===== config.mk =====
export PLATFORM = sky130hd
export DESIGN_NAME = seg_scan_drv_flat
export DESIGN_NICKNAME = d
export VERILOG_FILES = /design/src/rtl/seg_scan_drv_if.sv /design/src/rtl/seg_scan_drv.sv /design/src/flat_wrapper.sv
export SDC_FILE = /design/constraint.sdc
export NUM_CORES = 1
export LEC_CHECK = 0
export ABC_AREA = 1
export CAP_MARGIN = 20
export CORE_MARGIN = 3
export CORE_UTILIZATION = 51
export DETAILED_ROUTE_END_ITERATION = 12
export PLACE_DENSITY = 0.73
export RECOVER_POWER = 100
export SLEW_MARGIN = 40
export SYNTH_ARGS = -nofsm -noshare
export SYNTH_HDL_FRONTEND = slang
export SYNTH_SLANG_ARGS = --single-unit

===== constraint.sdc =====
create_clock -name clk_100M -period 2.13 [get_ports clk_100M]
set_clock_uncertainty 0.15 [all_clocks]
set_input_delay 0.426 -clock clk_100M [delete_from_list [all_inputs] [get_ports clk_100M]]
set_output_delay 0.426 -clock clk_100M [all_outputs]
set_load 0.02 [all_outputs]

===== src/rtl/seg_scan_drv_if.sv =====
// Seven-segment scan driver bus: display data/controls in, scanned pin drive and
// status out.
interface seg_scan_drv_if #(
   parameter int DIGITS = 4
);
   localparam int SEL_W = (DIGITS > 2) ? $clog2(DIGITS) : 1;

   logic [4*DIGITS-1:0] data;
   logic [DIGITS-1:0]   dp;
   logic                upd;
   logic                blank_lz;
   logic                disp_en;
   logic [SEL_W-1:0]    seg_sel;
   logic [DIGITS-1:0]   seg_an;
   logic [7:0]          seg_data;
   logic                frame_tick;
   logic                upd_pend;

   modport master (
      output data, dp, upd, blank_lz, disp_en,
      input  seg_sel, seg_an, seg_data, frame_tick, upd_pend
   );

   modport slave (
      input  data, dp, upd, blank_lz, disp_en,
      output seg_sel, seg_an, seg_data, frame_tick, upd_pend
   );
endinterface


===== src/rtl/seg_scan_drv.sv =====
// Multiplexed seven-segment driver with frame-synchronous double buffering,
// decimal points, leading-zero blanking and display enable.
module seg_scan_drv #(
   parameter int DIGITS     = 4,
   parameter int SCAN_DELAY = 100_000
) (
   input  logic          clk_100M,
   input  logic          rst_n,
   seg_scan_drv_if.slave bus
);
   localparam int CNT_W = $clog2(SCAN_DELAY);
   localparam int SEL_W = (DIGITS > 2) ? $clog2(DIGITS) : 1;

   logic [CNT_W-1:0]    scan_cnt;
   logic [SEL_W-1:0]    sel;
   logic [4*DIGITS-1:0] pending;
   logic [DIGITS-1:0]   pending_dp;
   logic [4*DIGITS-1:0] shadow;
   logic [DIGITS-1:0]   shadow_dp;
   logic                upd_pend;
   logic                frame_tick;
   logic [SEL_W-1:0]    seg_sel_q;
   logic [DIGITS-1:0]   seg_an_q;
   logic [7:0]          seg_data_q;

   logic                scan_en;
   logic                wrap;
   logic [DIGITS-1:0]   lz;
   logic                zero_above;
   logic [3:0]          nib;
   logic [6:0]          seg_nxt;

   function automatic logic [6:0] hex7(input logic [3:0] n);
      case (n)
         4'h0: hex7 = 7'b1000000;
         4'h1: hex7 = 7'b1111001;
         4'h2: hex7 = 7'b0100100;
         4'h3: hex7 = 7'b0110000;
         4'h4: hex7 = 7'b0011001;
         4'h5: hex7 = 7'b0010010;
         4'h6: hex7 = 7'b0000010;
         4'h7: hex7 = 7'b1111000;
         4'h8: hex7 = 7'b0000000;
         4'h9: hex7 = 7'b0010000;
         4'hA: hex7 = 7'b0001000;
         4'hB: hex7 = 7'b0000011;
         4'hC: hex7 = 7'b1000110;
         4'hD: hex7 = 7'b0100001;
         4'hE: hex7 = 7'b0000110;
         default: hex7 = 7'b0001110;
      endcase
   endfunction

   assign scan_en = (scan_cnt == CNT_W'(SCAN_DELAY - 1));
   assign wrap    = scan_en && (sel == SEL_W'(DIGITS - 1));

   // lz[i]: shadow nibbles i..DIGITS-1 are all zero; digit 0 is never a candidate
   always_comb begin
      lz         = '0;
      zero_above = 1'b1;
      for (int unsigned k = 0; k < DIGITS - 1; k++) begin
         zero_above = zero_above & (shadow[4*(DIGITS-1-k) +: 4] == 4'h0);
         lz[DIGITS-1-k] = zero_above;
      end
      nib     = shadow[{sel, 2'b00} +: 4];
      seg_nxt = (bus.blank_lz && lz[sel]) ? 7'h7F : hex7(nib);
   end

   always_ff @(posedge clk_100M or negedge rst_n) begin
      if (!rst_n) begin
         scan_cnt   <= '0;
         sel        <= '0;
         pending    <= '0;
         pending_dp <= '0;
         shadow     <= '0;
         shadow_dp  <= '0;
         upd_pend   <= 1'b0;
         frame_tick <= 1'b0;
         seg_sel_q  <= '0;
         seg_an_q   <= '1;
         seg_data_q <= '1;
      end else begin
         if (scan_en) begin
            scan_cnt <= '0;
            sel      <= (sel == SEL_W'(DIGITS - 1)) ? '0 : sel + SEL_W'(1);
         end else begin
            scan_cnt <= scan_cnt + CNT_W'(1);
         end
         frame_tick <= wrap;

         // A strobe on the wrap cycle overrides the clear: new data waits one more frame
         if (wrap && upd_pend) begin
            shadow    <= pending;
            shadow_dp <= pending_dp;
            upd_pend  <= 1'b0;
         end
         if (bus.upd) begin
            pending    <= bus.data;
            pending_dp <= bus.dp;
            upd_pend   <= 1'b1;
         end

         seg_sel_q <= sel;
         if (bus.disp_en) begin
            seg_an_q   <= ~({{(DIGITS-1){1'b0}}, 1'b1} << sel);
            seg_data_q <= {~shadow_dp[sel], seg_nxt};
         end else begin
            seg_an_q   <= '1;
            seg_data_q <= '1;
         end
      end
   end

   assign bus.seg_sel    = seg_sel_q;
   assign bus.seg_an     = seg_an_q;
   assign bus.seg_data   = seg_data_q;
   assign bus.frame_tick = frame_tick;
   assign bus.upd_pend   = upd_pend;
endmodule

===== src/flat_wrapper.sv =====
// flat-port wrapper written by rule: the top's interface ports become plain ports
module seg_scan_drv_flat 
#(
   parameter int DIGITS     = 4,
   parameter int SCAN_DELAY = 100_000
)
  (clk_100M, rst_n, bus_data, bus_dp, bus_upd, bus_blank_lz, bus_disp_en, bus_seg_sel, bus_seg_an, bus_seg_data, bus_frame_tick, bus_upd_pend);
  seg_scan_drv_if #(.DIGITS(DIGITS)) bus_i ();
  input  logic clk_100M;
  input  logic rst_n;
  input wire logic [$bits(bus_i.data)-1:0] bus_data;
  input wire logic [$bits(bus_i.dp)-1:0] bus_dp;
  input wire logic [$bits(bus_i.upd)-1:0] bus_upd;
  input wire logic [$bits(bus_i.blank_lz)-1:0] bus_blank_lz;
  input wire logic [$bits(bus_i.disp_en)-1:0] bus_disp_en;
  output wire logic [$bits(bus_i.seg_sel)-1:0] bus_seg_sel;
  output wire logic [$bits(bus_i.seg_an)-1:0] bus_seg_an;
  output wire logic [$bits(bus_i.seg_data)-1:0] bus_seg_data;
  output wire logic [$bits(bus_i.frame_tick)-1:0] bus_frame_tick;
  output wire logic [$bits(bus_i.upd_pend)-1:0] bus_upd_pend;
  assign bus_i.data = bus_data;
  assign bus_i.dp = bus_dp;
  assign bus_i.upd = bus_upd;
  assign bus_i.blank_lz = bus_blank_lz;
  assign bus_i.disp_en = bus_disp_en;
  assign bus_seg_sel = bus_i.seg_sel;
  assign bus_seg_an = bus_i.seg_an;
  assign bus_seg_data = bus_i.seg_data;
  assign bus_frame_tick = bus_i.frame_tick;
  assign bus_upd_pend = bus_i.upd_pend;
  seg_scan_drv #(.DIGITS(DIGITS), .SCAN_DELAY(SCAN_DELAY)) u_core (.clk_100M(clk_100M), .rst_n(rst_n), .bus(bus_i));
endmodule

; ---- After elaboration in Yosys (flattened, before gate mapping)
; Memories as Yosys holds them, arrays and structs flattened.
; Index checks and enable logic that the tools add are counted.
[op_classes]
addsub = 2
mul = 0
div = 0
n_lt_le_gt_ge = 1
n_eq_ne = 2
shifts = 2
n_mux = 11
n_bitwise = 4
n_reduce_logical = 7
[op_table]
columns = op, count
row1 = adder 17 x 1 -> 17 bit (second input constant), 1
row2 = equality test 17 bit (second input constant), 1
row3 = 2-to-1 mux 17 bit, 1
row4 = variable part select 16 x 5 -> 4 bit, 1
row5 = logical NOT 4 bit, 3
row6 = 2-to-1 mux 8 bit, 1
row7 = 2-to-1 mux 7 bit, 1
row8 = binary-select mux 1 bit (select 2 bit), 2
row9 = 2-to-1 mux 1 bit, 4
row10 = 2-to-1 mux 4 bit, 1
row11 = NOT 4 bit, 1
row12 = << shifter 1 x 2 -> 4 bit (first input constant), 1
row13 = logical AND 1 bit, 3
row14 = < comparator 2 x 3 -> 1 bit (second input constant), 1
row15 = adder 2 x 1 -> 2 bit (second input constant), 1
row16 = bitwise AND 1 bit, 2
row17 = equality test 2 bit (second input constant), 1
row18 = 2-to-1 mux 2 bit, 1
row19 = nonzero test 2 bit, 1
row20 = NOT 1 bit, 1
[word_totals]
ff_bits = 75
latchBits = 0
ram_bits = 0
rom_bits = 112
input_bits = 25
elab_cells = 41
memories = 1
[mem_list]
columns = memory, words, word_bits, rd, rd_ports_with_merged_regs, wr, line
row1 = (no name shown), 16, 7, 1, 0, 0, seg_scan_drv.sv:34  ; case (n)

; ---- Longest topological paths before layout
; Gate-level depths: netlist of the first run.
[depth]
depth_word = 8
depth_mapped = 11
depth_no_buf = 10

; ---- Worst setup path before layout of the first run
; OpenSTA, ideal clock, no wires.
[synth_timing]
path_kind = flip-flop to flip-flop
startpoint = register u_core.sel[0]
endpoint = register u_core.seg_data_q[3], in the netlist u_core.bus.seg_data[3]
setup_time_ps = 60
arrival_ps = 1563
required_time_ps = 1920
setup_slack_ps = 357
stages_incl_launch_ff = 11
path_buffers = 1
synth_period_minus_slack_ps = 1773
path_cell_list = dfrtp_1 inv_2 buf_2 nand2_1 nand3_1 nand2_1 ha_1 nand3b_1 nand3_1 nand2_1 nand2_1
[synth_between]
elab_chain_cells = 5
[synth_rtl]
columns = item, line
row1 = "start, declared", seg_scan_drv.sv:15  ; logic [SEL_W-1:0] sel;
row2 = "start signal, assigned", seg_scan_drv.sv:85  ; sel <= (sel == SEL_W'(DIGITS - 1)) ? '0 : sel + SEL_W'(1);
row3 = branches (longest 3 deep; another with memory (16 x 7 bit)), --
row4 = 2-to-1 mux 7 bit *, seg_scan_drv.sv:66  ; seg_nxt = (bus.blank_lz && lz[sel]) ? 7'h7F : hex7(nib);
row5 = 2-to-1 mux 8 bit *, seg_scan_drv.sv:104  ; if (bus.disp_en) begin
row6 = "end signal, assigned", seg_scan_drv.sv:106  ; seg_data_q <= {~shadow_dp[sel], seg_nxt};
row7 = "end, declared", seg_scan_drv.sv:24  ; logic [7:0] seg_data_q;
; Mark *: on every way between the ends. The select of a mux whose other input is x is not followed.
; A chain may end at the register's enable or synchronous reset.

; ---- Final worst setup path of the first run
[layout_timing]
startpoint = register u_core.seg_data_q[7], in the netlist u_core.bus.seg_data[7]
endpoint = output bus_seg_data[7]
[layout_lines]
columns = item, line
row1 = "end, declared", flat_wrapper.sv:18  ; output wire logic [$bits(bus_i.seg_data)-1:0] bus_seg_data;
; No word-level cell between the ends.

==> results of run 1 <==
cells by family (layout without fill, tap and decap cells):
logic type / after synthesis / after routing
adders and majority gates: 11 / 11
buffers and inverters: 53 / 102
DFF: 75 / 75
xor gates and xnor gates: 9 / 9
AOI/OAI and AO/OA: 16 / 16
and+or+nand+nor: 290 / 290
power by group:
part | switching, mW | total [mW] | leakage [nW] | internal [mW]
Sequential | 0.0221 | 1.49 | 0.949 | 1.47
Combinational | 0.0768 | 0.148 | 1.12 | 0.0709
Clock | 0.522 | 1.09 | 0.0905 | 0.570
state kept, by name (all words and copies together) (netlist names):
name,cells
u_core.bus.frame_tick,1
u_core.pending,16
u_core.bus.seg_sel,2
u_core.bus.upd_pend,1
u_core.shadow,16
u_core.bus.seg_data,8
u_core.scan_cnt,17
u_core.shadow_dp,4
u_core.bus.seg_an,4
u_core.sel,2
u_core.pending_dp,4
per-stage QoR:
stage	cell area [um^2]	instances	hold WS [ps]	setup WS [ps]	utilization
after global placement	4170	582	292	209	0.607
after CTS	4380	599	318	56.0	0.638
after global routing	4360	599	335	28.3	0.635
after detailed placement	4170	582	305	194	0.607
after floorplan	3670	454	-19.6	357	-
final	4360	599	314	81.7	0.635
Yosys cell counts (3+ instances only):
cell type  instances  share of area
nand4_1           23          0.039
o21ai_0            7         0.0096
dfrtp_1           63           0.43
nand2_2            3         0.0051
xor2_1             8          0.019
inv_1             33          0.034
clkbuf_1           9         0.0092
inv_2              3         0.0031
o21ai_1            5         0.0068
nor2_1            42          0.043
dfstp_2           12          0.086
ha_1              11          0.038
buf_4              3         0.0061
nand3_1           31          0.042
buf_2              3         0.0041
nand2_1          178           0.18
layout make-up:
cell class	count	area (um^2)
clock buffer	10	138
multi-input combinational	326	1540
clock inverter	6	65.1
timing repair buffer	50	473
inverter	36	135
sequential	75	1890
tap	96	120
fill	593	2500
final timing paths:
| check | startpoint | to |
|---|---|---|
| worst max-delay path | u_core.bus.seg_data[7] | bus_seg_data[7] |
| worst min-delay path | u_core.scan_cnt[0] | u_core.scan_cnt[0] |
| worst max register to register | u_core.sel[0] | u_core.bus.seg_data[2] |
| worst min register to register | u_core.scan_cnt[0] | u_core.scan_cnt[0] |
| max in group asynchronous | rst_n | u_core.sel[0] |
| min in group asynchronous | rst_n | u_core.scan_cnt[4] |
what timing repair did:
| item | 4_1_cts | 5_1_grt |
|---|---|---|
| endpoints found under the hold margin | 63 | 0 |
| hold buffers | 1 | 0 |
| endpoints found under the setup margin | 0 | 2 |
| resized for setup | 0 | 1 |
per-layer routing:
metal	track usage	up-vias	wire (um)
li1	-	1521	-
met1	0.262	1312	3500
met2	0.262	77	3080
met3	0.0258	7	299
met4	0.0729	0	68
met5	0	-	0
==> flow_summary.ini, run 1 <==
[sta]
worstMarginPinSlew_ps = 976
finalHoldViolCount = 0
relSlewSlack = 0.349
fin_tns_setup_ps = 0
drv_slew = 0
setup_viol = 0
grt_setup_unrepaired = no
fin_crit_sh = 0.962
timing.fmax_ghz = 0.488
fin_crit_ps = 2050

[clocking]
h-tree-depth = 3
clk_pin_slew_worst_paths_ps = 80
clockBufferDepth = 2
clkSinkCount = 75
cts_root_buf = clkbuf_8
post-cts-setup-buffers = 0
cts_made_buffers = 9
cts_tree = built
clkLatencyLatePin_ps = 340

[detailed_routing]
first_pass_iters = 5
drt-total-wl_um = 6950
ant_nets = 0
route.detailed.drc = 0
wire_per_inst_um = 11.6
vias_per_cell = 4.87
drtIter0Drc = 123
vias = 2917

[synthesis]
synth_nets = 490
synthDistinctLibCells = 29
synthArstFlopShare = 1.00
synth_simple_gate_area_frac = 0.340
ys_ff_latch = 75
avgSynthCellArea_um2 = 8.07
synth_flop_cell = dfrtp_1
netlist_instances = 454
yosysSeqAreaShare = 0.516
synthMuxAreaShare = 0
synthXorXnorAreaFrac = 0.0215
synth_fa_ha_area_frac = 0.0375
synth_edf_count = 0
synth_top_family_by_area = simple AND/OR/NAND/NOR gates
netlist_area_um2 = 3670
ys.warnings.count = 0
synth-compound-area-share = 0.0229

[grt]
grt_max_degree = 76
grt_usage = 0.177
grt_antenna_before_repair = 0
grt-ovfl-total = 0
grt_pass1_vias = 2672
grt_pass1_wl_um = 12100

[critical_path]
crit_fanout = 1
critical_path_depth = 1
r2r_cells = 10
path_buf_inv = 1
cp-start-kind = flop
path_cells = clkdlybuf4s50_1
slowest_delay_ps = 600
r2r_slack_ps = 180
crit_type = flop to output port
cp.arrival_ps = 1470
crit_path_end_kind = output port
slowest_stage = clkdlybuf4s50_1
critPathRequiredTime_ps = 1550
crit_family = buffers and inverters

[status]
status = completed

[power]
fin_total_pwr_mw = 2.73
p_leak_nw = 2.16
power.density_nw_per_um2 = 626
peakVddDrop_mv = 0.433

[place]
gp_congestion = 0.838
port-buffer-count = 40
dpl.hpwl_um = 5000

[final_layout]
antenna_cells = 0
area_growth_pct = 19.0
final_common_cell = nand2_1
layout.nets = 534
final_layout_size_suffix_gt1_frac = 0.0974
final_cell_mix = 178 x nand2_1, 62 x dfrtp_1, 42 x nor2_1

[die]
dieArea_um2 = 8240
core-area_um2 = 6870
chipWidth_um = 90.8
die_h_um = 90.8
num_io_pins = 41
rows = 30
start_util = 0.534

[run]
drv_cap = 0

[min_path]
hold_depth = 1
hold_class = flop to flop
(Power assumes the default switching activity.)
==> run 2: changes to the inputs <==
PLACE_DENSITY = 0.81   (was 0.73)
==> flow_summary.ini, run 2 (synthesis gave the netlist of run 1 again) <==
[critical_path]
crit_path_end_kind = output port
crit_family = buffers and inverters
crit_type = flop to output port
path_buf_inv = 1
r2r_cells = 8
slowest_delay_ps = 600
cp-start-kind = flop
slowest_stage = clkdlybuf4s50_1
path_cells = clkdlybuf4s50_1
critPathRequiredTime_ps = 1550
crit_fanout = 1
cp.arrival_ps = 1480
critical_path_depth = 1

[clocking]
post-cts-setup-buffers = 0
cts_made_buffers = 9
clk_pin_slew_worst_paths_ps = 80
cts_root_buf = clkbuf_8
h-tree-depth = 3
clockBufferDepth = 2
clkLatencyLatePin_ps = 350
clkSinkCount = 75
cts_tree = built

[sta]
fin_crit_ps = 2050
holdWs_ps = 315
worstMarginPinSlew_ps = 967
relSlewSlack = 0.355
fin_tns_setup_ps = 0
grt_setup_unrepaired = no
setup_viol = 0
timing.fmax_ghz = 0.487
drv_slew = 0
fin_crit_sh = 0.964
finalHoldViolCount = 0

[detailed_routing]
vias = 2962
route.detailed.drc = 0
drt-total-wl_um = 7280
ant_nets = 0
vias_per_cell = 4.95
first_pass_iters = 4
wire_per_inst_um = 12.2
drtIter0Drc = 178

[final_layout]
antenna_cells = 0
area_growth_pct = 18.7
layout.nets = 533
largest-register = u_core.scan_cnt
final_layout_size_suffix_gt1_frac = 0.0956
largest_reg_flops = 17
final_cell_mix = 178 x nand2_1, 61 x dfrtp_1, 42 x nor2_1
final_common_cell = nand2_1
reg.largest.list = u_core.scan_cnt (17), u_core.pending (16), u_core.shadow (16)

[die]
num_io_pins = 41
rows = 30
dieArea_um2 = 8240
chipWidth_um = 90.8
core-area_um2 = 6870
die_h_um = 90.8
start_util = 0.534

[power]
switchingPower_uw = 630
pwr-share-clk = 0.396
comb_power_share = 0.055
power.density_nw_per_um2 = 623
switching_share = 0.232
p_int_mw = 2.08
p_leak_nw = 2.16
pwr-share-seq = 0.549
peakVddDrop_mv = 0.554

[grt]
grt_usage = 0.196
grt_max_degree = 76
grt_antenna_before_repair = 0
grt_pass1_vias = 2914
grt_pass1_wl_um = 13100
grt-ovfl-total = 0

[run]
drv_cap = 0

[min_path]
hold_depth = 1
hold_class = flop to flop

[place]
port-buffer-count = 40
gp_congestion = 0.881
dpl.hpwl_um = 5210

[status]
status = completed
## run 2: metrics by stage
stage	cells	utilization	setup WS, ps	area, um^2	total power, mW
6_report	598	0.634	75.7	4350	2.71
5_1_grt	598	0.634	5.87	4350	2.84
4_1_cts	598	0.635	59.8	4360	2.74
3_5_place_dp	581	0.606	115	4160	1.67
3_3_place_gp	581	0.606	258	4160	1.67
2_1_floorplan	454	-	357	3670	1.57
## run 2: path summary, 6_finish.rpt
check / startpoint / to / slack, ps
min: u_core.scan_cnt[0] / u_core.scan_cnt[0] / 310
min in group asynchronous: rst_n / u_core.pending_dp[1] / 720
max: u_core.bus.seg_data[7] / bus_seg_data[7] / 80
max in group asynchronous: rst_n / u_core.sel[0] / 440
max reg2reg: u_core.scan_cnt[0] / u_core.shadow_dp[2] / 210
min reg2reg: u_core.scan_cnt[0] / u_core.scan_cnt[0] / 310
## run 2: final cells by class
class,count,area (um^2)
clock buffer,10,128
clock inverter,6,66.3
fill,596,2520
inverter,36,138
multi-input combinational,326,1550
sequential,75,1890
tap,96,120
timing repair buffer,49,462
## run 2: layer usage
layer	routed length, um	part of all wire	track usage
met5	0	0	0
met4	138	0.019	0.0854
met2	3350	0.46	0.312
met1	3470	0.48	0.259
met3	320	0.044	0.0392
## run 2: repair_timing
action,in CTS,in global routing
resized for setup,0,3
hold buffers,1,0
endpoints found under the hold margin,63,0
setup endpoints to repair,0,5
## run 2: power groups by stage
| stage | registers, mW | clock network (mW) | logic (mW) |
|---|---|---|---|
| 4_1_cts | 1.49 | 1.10 | 0.157 |
| 5_1_grt | 1.50 | 1.17 | 0.171 |
| 3_3_place_gp | 1.51 | 0 | 0.151 |
| 2_1_floorplan | 1.52 | 0 | 0.0464 |
| 6_report | 1.49 | 1.07 | 0.148 |
| 3_5_place_dp | 1.52 | 0 | 0.155 |
